File: src/rtl/wb_master_ctrl.sv
// Purpose : Wishbone classic bus master; runs one read or write burst of cmdLen words per accepted command.
// Latency : command accepted -> first stb 1 cycle (read) or 1 cycle after the first write beat; one GAP cycle between words.
// Backpres: cmdReady only in IDLE, wrReady only while waiting for write data; the read stream has no backpressure.
//
// Ports:
//   clk, rstN                          clock, asynchronous active-low reset
//   cmdValid/cmdReady, cmdWrite,
//   cmdAdr, cmdLen                     command handshake: direction, start byte address, word count
//   wrValid/wrReady, wrData            write-data stream, one beat per bus word
//   rdValid, rdData                    read-data stream, one pulse per acknowledged read word
//   done, status                       end-of-command pulse; 00 ok, 01 bus error, 10 timeout, 11 bad length
//   cyc, stb, we, adr, sel, datSlvIn   Wishbone master outputs (datSlvIn = write data towards the slave)
//   datMstIn, ack, err                 Wishbone slave responses
module wb_master_ctrl #(
    parameter int BUS_WIDTH = 32,
    parameter int TIMEOUT   = 255
) (
    input  logic                   clk,
    input  logic                   rstN,
    input  logic                   cmdValid,
    output logic                   cmdReady,
    input  logic                   cmdWrite,
    input  logic [31:0]            cmdAdr,
    input  logic [15:0]            cmdLen,
    input  logic                   wrValid,
    input  logic [BUS_WIDTH-1:0]   wrData,
    output logic                   wrReady,
    output logic                   rdValid,
    output logic [BUS_WIDTH-1:0]   rdData,
    output logic                   done,
    output logic [1:0]             status,
    output logic                   cyc,
    output logic                   stb,
    output logic                   we,
    output logic [31:0]            adr,
    output logic [BUS_WIDTH/8-1:0] sel,
    output logic [BUS_WIDTH-1:0]   datSlvIn,
    input  logic [BUS_WIDTH-1:0]   datMstIn,
    input  logic                   ack,
    input  logic                   err
);

    localparam int             SEL_W     = BUS_WIDTH / 8;
    localparam int             WAIT_W    = $clog2(TIMEOUT + 1);
    localparam logic [WAIT_W-1:0] WAIT_LAST = WAIT_W'(TIMEOUT - 1);
    localparam logic [31:0]    ADR_STEP  = 32'(SEL_W);

    localparam logic [1:0] ST_OK      = 2'b00;
    localparam logic [1:0] ST_BUS_ERR = 2'b01;
    localparam logic [1:0] ST_TIMEOUT = 2'b10;
    localparam logic [1:0] ST_BAD_LEN = 2'b11;

    typedef enum logic [2:0] {
        IDLE,
        WAITWD,
        BUS,
        GAP,
        DONE
    } state_t;

    state_t            state;
    logic              is_write;
    logic [15:0]       remaining;
    logic [WAIT_W-1:0] wait_cnt;

    always_ff @(posedge clk or negedge rstN) begin
        if (!rstN) begin
            state     <= IDLE;
            is_write  <= 1'b0;
            remaining <= '0;
            wait_cnt  <= '0;
            cmdReady  <= 1'b0;
            wrReady   <= 1'b0;
            rdValid   <= 1'b0;
            rdData    <= '0;
            done      <= 1'b0;
            status    <= ST_OK;
            cyc       <= 1'b0;
            stb       <= 1'b0;
            we        <= 1'b0;
            adr       <= '0;
            sel       <= '0;
            datSlvIn  <= '0;
        end else begin
            // Pulse outputs: high for exactly the cycle after the event that sets them.
            rdValid <= 1'b0;
            rdData  <= '0;
            done    <= 1'b0;

            case (state)
                IDLE: begin
                    // cmdReady comes up one edge after reset release, so no command
                    // can be taken on the release edge itself.
                    if (cmdValid && cmdReady) begin
                        is_write  <= cmdWrite;
                        adr       <= cmdAdr;
                        remaining <= cmdLen;
                        cmdReady  <= 1'b0;
                        status    <= ST_OK;
                        if (cmdLen == 16'd0) begin
                            state  <= DONE;
                            done   <= 1'b1;
                            status <= ST_BAD_LEN;
                        end else if (cmdWrite) begin
                            state   <= WAITWD;
                            cyc     <= 1'b1;
                            wrReady <= 1'b1;
                        end else begin
                            state    <= BUS;
                            cyc      <= 1'b1;
                            stb      <= 1'b1;
                            we       <= 1'b0;
                            sel      <= '1;
                            wait_cnt <= '0;
                        end
                    end else begin
                        cmdReady <= 1'b1;
                    end
                end

                WAITWD: begin
                    // cyc stays asserted while the producer is slow, holding the bus.
                    if (wrValid) begin
                        datSlvIn <= wrData;
                        wrReady  <= 1'b0;
                        state    <= BUS;
                        stb      <= 1'b1;
                        we       <= 1'b1;
                        sel      <= '1;
                        wait_cnt <= '0;
                    end
                end

                BUS: begin
                    if (err) begin
                        // err beats a simultaneous ack: no address/count step, no read data.
                        state  <= DONE;
                        done   <= 1'b1;
                        status <= ST_BUS_ERR;
                        cyc    <= 1'b0;
                        stb    <= 1'b0;
                        we     <= 1'b0;
                        sel    <= '0;
                    end else if (ack) begin
                        adr       <= adr + ADR_STEP;
                        remaining <= remaining - 16'd1;
                        stb       <= 1'b0;
                        we        <= 1'b0;
                        sel       <= '0;
                        if (!is_write) begin
                            rdValid <= 1'b1;
                            rdData  <= datMstIn;
                        end
                        if (remaining == 16'd1) begin
                            state  <= DONE;
                            done   <= 1'b1;
                            status <= ST_OK;
                            cyc    <= 1'b0;
                        end else begin
                            state <= GAP;
                        end
                    end else if (wait_cnt == WAIT_LAST) begin
                        // This is the TIMEOUT-th cycle with stb high and no response.
                        state  <= DONE;
                        done   <= 1'b1;
                        status <= ST_TIMEOUT;
                        cyc    <= 1'b0;
                        stb    <= 1'b0;
                        we     <= 1'b0;
                        sel    <= '0;
                    end else begin
                        wait_cnt <= wait_cnt + 1'b1;
                    end
                end

                GAP: begin
                    if (is_write) begin
                        state   <= WAITWD;
                        wrReady <= 1'b1;
                    end else begin
                        state    <= BUS;
                        stb      <= 1'b1;
                        sel      <= '1;
                        wait_cnt <= '0;
                    end
                end

                DONE: begin
                    // adr/datSlvIn stay visible through DONE, then return to zero in IDLE.
                    state    <= IDLE;
                    cmdReady <= 1'b1;
                    adr      <= '0;
                    datSlvIn <= '0;
                end

                default: begin
                    state <= IDLE;
                end
            endcase
        end
    end

endmodule
File: config.mk
export PLATFORM = sky130hd
export DESIGN_NAME = wb_master_ctrl
export DESIGN_NICKNAME = d
export VERILOG_FILES = /design/src/rtl/wb_master_ctrl.sv
export SDC_FILE = /design/constraint.sdc
export NUM_CORES = 1
export LEC_CHECK = 0
export ABC_CLOCK_PERIOD_IN_PS = 7050
export BUFFER_PORTS_ARGS = -buffer_cell sky130_fd_sc_hd__buf_2
export CORE_MARGIN = 2
export CORE_UTILIZATION = 54
export DETAILED_ROUTE_END_ITERATION = 10
export PLACE_DENSITY = 0.82
export SYNTH_ARGS = -nofsm -noshare
export SYNTH_HDL_FRONTEND = slang
export SYNTH_SLANG_ARGS = --single-unit
File: constraint.sdc
create_clock -name clk -period 7.05 [get_ports clk]
set_clock_uncertainty 0.2 [all_clocks]
set_input_delay 1.41 -clock clk [delete_from_list [all_inputs] [get_ports clk]]
set_output_delay 1.41 -clock clk [all_outputs]
set_load 0.005 [all_outputs]
**Word level (Yosys, flattened, before mapping)**

Index checks and enable logic that the tools add are counted.

- Register bits: 137
- Latch bits: 0
- Memory bits (writable): 0
- Bits in read-only memories: 0
- Input port bits: 119
- Output and inout bits: 109
- Logic and storage cells: 146
- Memories kept: 0

- Add/subtract/negate cells: 3
- Multiply operators: 0
- Divide/modulo/power cells: 0
- Order comparisons: 0
- Equal/unequal tests: 19
- Shift operators: 0
- Muxes and demuxes: 87
- Bitwise gates (word level): 0
- Reduce and logical (&&, ||, !) cells: 21

Operators with widths:

| operator | count |
|---|---|
| $mux 32 | 8 |
| $pmux 32 s3 | 1 |
| $mux 8 | 8 |
| $pmux 32 s2 | 1 |
| $mux 16 | 3 |
| $add 32x3->32 const B | 1 |
| $mux 1 | 32 |
| $mux 4 | 8 |
| $pmux 16 s2 | 1 |
| $pmux 8 s4 | 1 |
| $ne 2x2->1 const B | 11 |
| $mux 3 | 7 |
| $eq 16x1->1 const B | 1 |
| $logic_not 16->1 | 1 |
| $mux 2 | 8 |
| $pmux 4 s4 | 1 |
| $sub 16x1->16 const B | 1 |
| $pmux 3 s4 | 1 |
| $reduce_and 4->1 | 3 |
| $reduce_and 6->1 | 2 |
| $reduce_and 9->1 | 1 |
| $reduce_bool 3->1 | 3 |
| $add 8x1->8 const B | 1 |
| $eq 8x8->1 const B | 1 |
| other kinds (16) | 24 |

**Longest topological paths before layout**

Gate-level depths: netlist of the first run.

- Depth in word-level cells: 5
- Gate-level depth with buffers: 9

**Least setup slack after synthesis of the first run**

OpenSTA, ideal clock, no wires.

- Kind: input to register
- From: in cmdLen[11]
- To: reg wait_cnt[2]
- Arrival time: 2829 ps
- Required time: 6784 ps
- Setup slack: 3955 ps
- Stages on the path: 6
- Path buffers: 1
- Cells stage by stage: nor4_1 nand2_1 or2_2 clkbuf_1 o2111ai_1 o22a_1

- Cells in the longest elaborated chain, start to end: 3

RTL lines:

| element | RTL line | text |
|---|---|---|
| start: declaration | 24 | `input logic [15:0] cmdLen,` |
| $logic_not 16->1 | 100 | `if (cmdLen == 16'd0) begin` |
| $ne 2x2->1 (no line) | -- |  |
| $reduce_and 9->1 (no line) | -- |  |
| end signal: assignment | 172 | `wait_cnt <= wait_cnt + 1'b1;` |
| end: declaration | 64 | `logic [WAIT_W-1:0] wait_cnt;` |

Every way passes these cells.
A chain may end at the register's enable or synchronous reset.

**Final worst setup path of the first run**

- From: reg remaining[1]
- To: reg status[0]

- Cells in the longest elaborated chain, start to end: 3

RTL lines:

| element | RTL line | text |
|---|---|---|
| start: declaration | 63 | `logic [15:0] remaining;` |
| start signal: assignment | 97 | `remaining <= cmdLen;` |
| start signal: assignment | 146 | `remaining <= remaining - 16'd1;` |
| $eq 16x1->1 | 154 | `if (remaining == 16'd1) begin` |
| $ne 4x4->1 (no line) | -- |  |
| $reduce_and 4->1 (no line) | -- |  |
| end signal: assignment | 139 | `status <= ST_BUS_ERR;` |
| end signal: assignment | 157 | `status <= ST_OK;` |
| end signal: assignment | 166 | `status <= ST_TIMEOUT;` |
| end: declaration | 31 | `output logic [1:0] status,` |

Every way passes these cells.

==> results.txt, run 1 <==
Mapped Area = 6430 µm²
simple-gate share of the synthesized area = 20.3%
dpl cell area = 7630 µm²
total grt overflow = 0
top cell type's share of synthesized area = 51.7%
fin area = 8260 µm²
CP cell instances = inv_1, ha_1, or4b_2, nor4_1, o21ai_0, a21oi_1, mux2_2
Slew Limit Fails = 0
CTS Hold Bufs = 0
Peak supply drop = 205 µV
crit path DAT = 3220 ps
Tot GR Track Use = 29.6%
Reg clk slew, reported paths = 60 ps
GP Congestion = 0.915
share of layout cells above drive strength 1 = 32.1%
max cap viols = 0
first-iteration detailed-routing DRC count = 524
R2R cell count = 7
most frequent cell after synthesis = dfrtp_1
status = complete, but fails checks
Synth area leaders = dfrtp_1, a22o_1, o21ai_0
max frequency = 321 MHz
core outline area = 11500 µm²
clk buf depth = 2
number of synthesized flops with an enable pin = 0
Period minus WS final = 3110 ps
# H-tree levels = 4
hold path depth = 1
worst-path maximum fanout = 3
CTS Buf Count = 17
library cells used by synthesis = 58
Via density = 6.18
Synthesized Nets = 788
Synth area leader = dfrtp_1
first-pass GRT wire length = 30200 µm
period utilisation layout = 44.2%
P_sw = 1.28 mW
Slew @ Worst Pin = 1210 ps
dpl ws = 3570 ps
Sw Ratio = 37.7%
starting density of the core = 55.9%
WP buf/inv = 1
IO Port Bufs = 227
main combinational cell family by area after synthesis = compound AO/OA/AOI/OAI gates
Synth Area in Compound Gates = 22.3%
commonest register cell after synthesis = dfrtp_1
Ant. Diodes = 0
final setup TNS = 0 ps
Clk pwr share = 27.8%
Synth Register Bits = 133
number of routed nets with antenna violations = 0
final setup vio count = 0
number of global-route vias before repair = 6109
clock latency on the worst-skew pair = 420 ps
relative slew slack = 19.2%
Post-CTS Repair Setup Buffers = 0
HPWL after DPL = 12900 µm
Critical Path Start Type = flip-flop
Chip Width = 113 µm
initial antenna violation count = 0
clk sinks = 133
die area = 12800 µm²
Lkg Pwr = 4.04 nW
Multi-input gate area = 2890 µm²
CTS tree = done
wire length per cell = 18.3 µm
Post-CTS Resized = 0
Sequential Power Share = 37.7%
synth cell count leaders = dfrtp_1, o21ai_0, nand2_1
fin worst setup slack = 3940 ps
mux contribution to synthesized area = 0.836%
Filler cells = 846
crit end category = flip-flop
Residual DRC = 10
Worst Path Required = 7150 ps
delay-heaviest family, CP = simple AND/OR/NAND/NOR gates
asr flop ratio synth = 100%
Seq/Total Area, Yosys = 51.7%
adder-cell share of the synthesized area = 0.973%
XOR/XNOR share of the synthesized area = 0%
height of the die = 113 µm
IO Pins = 228
Critical Path Max Stage Delay = 730 ps
power per cell area = 410 nW/µm²
Slowest-stage cell, CP = nor4_1
drt pass-1 iters = 8
kind of critical path = reg2reg
largest net degree at the start of global routing = 81
Yosys warning count = 0
Final Hold Viols = 0
post-synthesis average cell area = 9.69 µm²
Nets = 993
Hold WS = 293 ps
Site Rows = 39
Seq. cell area = 3330 µm²
Worst Hold Class = reg2reg
unrepaired setup endpoints after global routing = false
Area Overhead vs Synth = 28.5%
final WL = 18700 µm
Int Power = 2.11 mW
clock root buffer = clkbuf_16
Comb power frac = 34.5%
via count = 6329
synthesized instance count = 664
Stages on worst setup path = 7
failing checks = DRC
## worst paths after layout
kind | startpoint | to | slack, ps
max in group asynchronous | rstN | cmdReady$_DFFE_PN0P_ | 4360
min | datSlvIn[8]$_DFFE_PN0P_ | datSlvIn[8]$_DFFE_PN0P_ | 290
max reg2reg | remaining[1]$_DFFE_PN0P_ | status[0]$_DFFE_PN0P_ | 3940
min reg2reg | datSlvIn[8]$_DFFE_PN0P_ | datSlvIn[8]$_DFFE_PN0P_ | 290
max | remaining[1]$_DFFE_PN0P_ | status[0]$_DFFE_PN0P_ | 3940
min in group asynchronous | rstN | adr[27]$_DFFE_PN0P_ | 840
## through the flow
step	util, %	std cells	total power [mW]
finish	71.8	1024	3.39
CTS	71.8	1024	3.38
detailed placement	66.3	993	2.42
floorplan	-	664	1.97
global placement	66.3	993	2.37
global route	71.8	1024	3.60
## cells in the final DEF, fill, tap and decap left out, drive strengths merged, types with 3 or more instances in the layout
| cell type | count |
|---|---|
| and2 | 36 |
| a32oi | 5 |
| or4 | 5 |
| a22oi | 9 |
| or2 | 7 |
| clkbuf | 20 |
| o31ai | 4 |
| a21oi | 34 |
| and4 | 5 |
| dfrtp | 133 |
| nand3b | 3 |
| nor3 | 25 |
| clkinvlp | 4 |
| or3 | 4 |
| nand2 | 58 |
| o2bb2ai | 10 |
| nand2b | 5 |
| and3 | 8 |
| nor2 | 43 |
| buf | 233 |
| nand4 | 8 |
| o32ai | 4 |
| a21o | 6 |
| a31oi | 4 |
| a221oi | 3 |
| nand3 | 19 |
| inv | 14 |
| o21ai | 62 |
| o22a | 9 |
| mux2 | 3 |
| clkinv | 3 |
| a22o | 39 |
| bufinv | 4 |
| ha | 5 |
| nor4 | 16 |
| a211oi | 3 |
## power groups by stage
stage               sequential [mW]  combinational (mW)  clock (mW)
floorplan                      1.21               0.758           0
global placement               1.26                1.11           0
detailed placement             1.27                1.15           0
CTS                            1.27                1.16       0.951
global route                   1.31                1.30       0.987
finish                         1.28                1.17       0.943
## state kept, by name (all words and copies together), names as in the netlist
| name | count |
|---|---|
| adr | 32 |
| datSlvIn | 32 |
| rdData | 32 |
| remaining | 16 |
| wait_cnt | 8 |
| state | 3 |
| status | 2 |
| cmdReady | 1 |
| cyc | 1 |
| done | 1 |
| is_write | 1 |
| rdValid | 1 |
| sel | 1 |
| we | 1 |
| wrReady | 1 |
## metal layers
| layer | GRT usage [%] | wire (µm) | up-vias |
|---|---|---|---|
| li1 | - | - | 2866 |
| met1 | 38.6 | 7550 | 3083 |
| met2 | 48.7 | 9400 | 332 |
| met3 | 6.05 | 1310 | 48 |
| met4 | 12.0 | 435 | 0 |
| met5 | 0 | 0 | - |
## cells by family (layout without fill, tap and decap cells)
kind of cell    after synthesis  in the layout
flops                       133            133
fa+ha+maj                     5              5
compound gates              210            210
mux                           5              5
buf+inv                      61            278
simple gates                250            250
## final cells by class
type                            instances  share of cell area, %
Timing Repair Buffer                  233                   14.3
Clock buffer                           20                   5.53
Inverter                               14                  0.636
Clock inverter                         11                   2.14
Multi-Input combinational cell        470                   34.9
Tap cell                              143                   2.17
Sequential cell                       133                   40.3
No activity file was read; power rests on OpenSTA's default activity.
==> inputs of run 2 (changes only) <==
ABC_CLOCK_PERIOD_IN_PS = 3000   (was 7050)
CORE_UTILIZATION = 50   (was 54)
PLACE_DENSITY = 0.76   (was 0.82)
clock period = 3 ns   (was 7.05 ns; I/O delays follow)
==> results.txt, run 2 (synthesized netlist as in run 1, its figures left out) <==
status = finished clean
Critical Path Start Type = flip-flop
most common cell after layout, fill and taps aside = buf_2
share of layout cells above drive strength 1 = 32.9%
most frequent cells in the layout = buf_2, dfrtp_1, o21ai_0, nand2_1, nor2_1
height of the die = 117 µm
clk sinks = 133
via count = 6192
Slew @ Worst Pin = 1060 ps
final WL = 17500 µm
Final Core Density = 66.9%
Reg clk slew, reported paths = 60 ps
power per cell area = 948 nW/µm²
unrepaired setup endpoints after global routing = false
die area = 13800 µm²
Via density = 5.83
Peak supply drop = 489 µV
core outline area = 12600 µm²
Slew Limit Fails = 0
placed cell count = 1030
Top Usage Layer GRT = met2
crit end category = flip-flop
Worst Hold Class = in2reg
HPWL after DPL = 12300 µm
final setup vio count = 0
Post-CTS Repair Setup Buffers = 0
R2R setup slack = 290 ps
largest net degree at the start of global routing = 66
Cell Count, Final, Fillers Out = 1063
worst-path maximum fanout = 3
IO Port Bufs = 227
M1 GR Usage = 33.4%
number of routed nets with antenna violations = 0
total grt overflow = 0
Period minus WS final = 2710 ps
GP Congestion = 0.894
drt pass-1 iters = 5
Site Rows = 41
met2 Resource Use GR = 41.1%
IO Pins = 228
largest registers = adr (32), datSlvIn (32), rdData (32)
clk buf depth = 2
Final Hold Viols = 0
Chip Width = 117 µm
# H-tree levels = 4
max frequency = 369 MHz
max cap viols = 0
initial antenna violation count = 0
M3 GR Usage = 5.93%
wire length per cell = 16.5 µm
Residual DRC = 0
Worst Path Required = 3100 ps
Final Total Pwr = 7.97 mW
Lkg Pwr = 4.11 nW
crit path DAT = 2810 ps
number of global-route vias before repair = 5837
R2R cell count = 7
relative slew slack = 29.2%
Ant. Diodes = 0
clock root buffer = clkbuf_16
clock latency on the worst-skew pair = 420 ps
first-pass GRT wire length = 28700 µm
final setup TNS = 0 ps
CTS Buf Count = 17
Filler cells = 1021
period utilisation layout = 90.3%
hold path depth = 2
Tot GR Track Use = 25.5%
Hold WS = 184 ps
CTS tree = done
kind of critical path = reg2reg
Area Overhead vs Synth = 30.8%
starting density of the core = 51.2%
first-iteration detailed-routing DRC count = 595
Nets = 1002
-- run 2: cell types whose count changed in the layout (fill, tap and decap cells not counted), sizes merged --
cell,before,now
clkinvlp,4,2
clkbuf,20,21
dlygate4sd3,0,1
inv,14,16
buf,233,241
-- run 2: per-layer routing --
metal  vias to the layer above  part of all wire, %  wire [µm]
met1                      2977                   41       7220
li1                       2888                    -          -
met2                       294                   49       8590
met5                         -                    0          0
met4                         0                  2.3        411
met3                        33                  7.5       1310
-- run 2: final cells by class --
| class | instances | area [µm²] | area share, % |
|---|---|---|---|
| clock buffer | 21 | 470 | 5.59 |
| clock inverter | 11 | 171 | 2.04 |
| inverter | 14 | 52.6 | 0.625 |
| multi-input combinational | 470 | 2890 | 34.4 |
| sequential | 133 | 3330 | 39.6 |
| tap | 172 | 215 | 2.56 |
| timing repair buffer | 242 | 1280 | 15.2 |
-- run 2: report_power, final --
| part | total (mW) | internal (mW) | switching [mW] |
|---|---|---|---|
| clock | 2.23 | 1.46 | 0.775 |
| sequential | 2.96 | 2.36 | 0.603 |
| combinational | 2.78 | 1.23 | 1.55 |
-- run 2: repair_timing --
item                                    in CTS  in global routing
hold buffers                                 1                  0
endpoints found under the setup margin       0                  2
gates resized for setup                      0                  1
endpoints found under the hold margin       57                  0
-- run 2: worst paths after layout --
| kind | start | end |
|---|---|---|
| worst max register to register | remaining[1]$_DFFE_PN0P_ | status[1]$_DFFE_PN0P_ |
| min in group asynchronous | rstN | datSlvIn[26]$_DFFE_PN0P_ |
| worst max-delay path | remaining[1]$_DFFE_PN0P_ | status[1]$_DFFE_PN0P_ |
| worst min register to register | datSlvIn[22]$_DFFE_PN0P_ | datSlvIn[22]$_DFFE_PN0P_ |
| worst min-delay path | datMstIn[2] | rdData[2]$_DFF_PN0_ |
| max in group asynchronous | rstN | remaining[4]$_DFFE_PN0P_ |
-- run 2: worst max-delay path, cell delays in order, from the launching register on --
cell and delay (ps):
dfrtp_1 390, inv_1 110, ha_1 140, or4b_2 600, nor4_2 410, o21ai_0 130
a21oi_1 260, mux2_2 360
-- run 2: per-stage QoR --
stage	setup WS [ps]	area [µm²]
5_1_grt	129	8410
3_5_place_dp	201	7750
6_report	292	8410
3_3_place_gp	300	7750
4_1_cts	142	8410
2_1_floorplan	487	6430
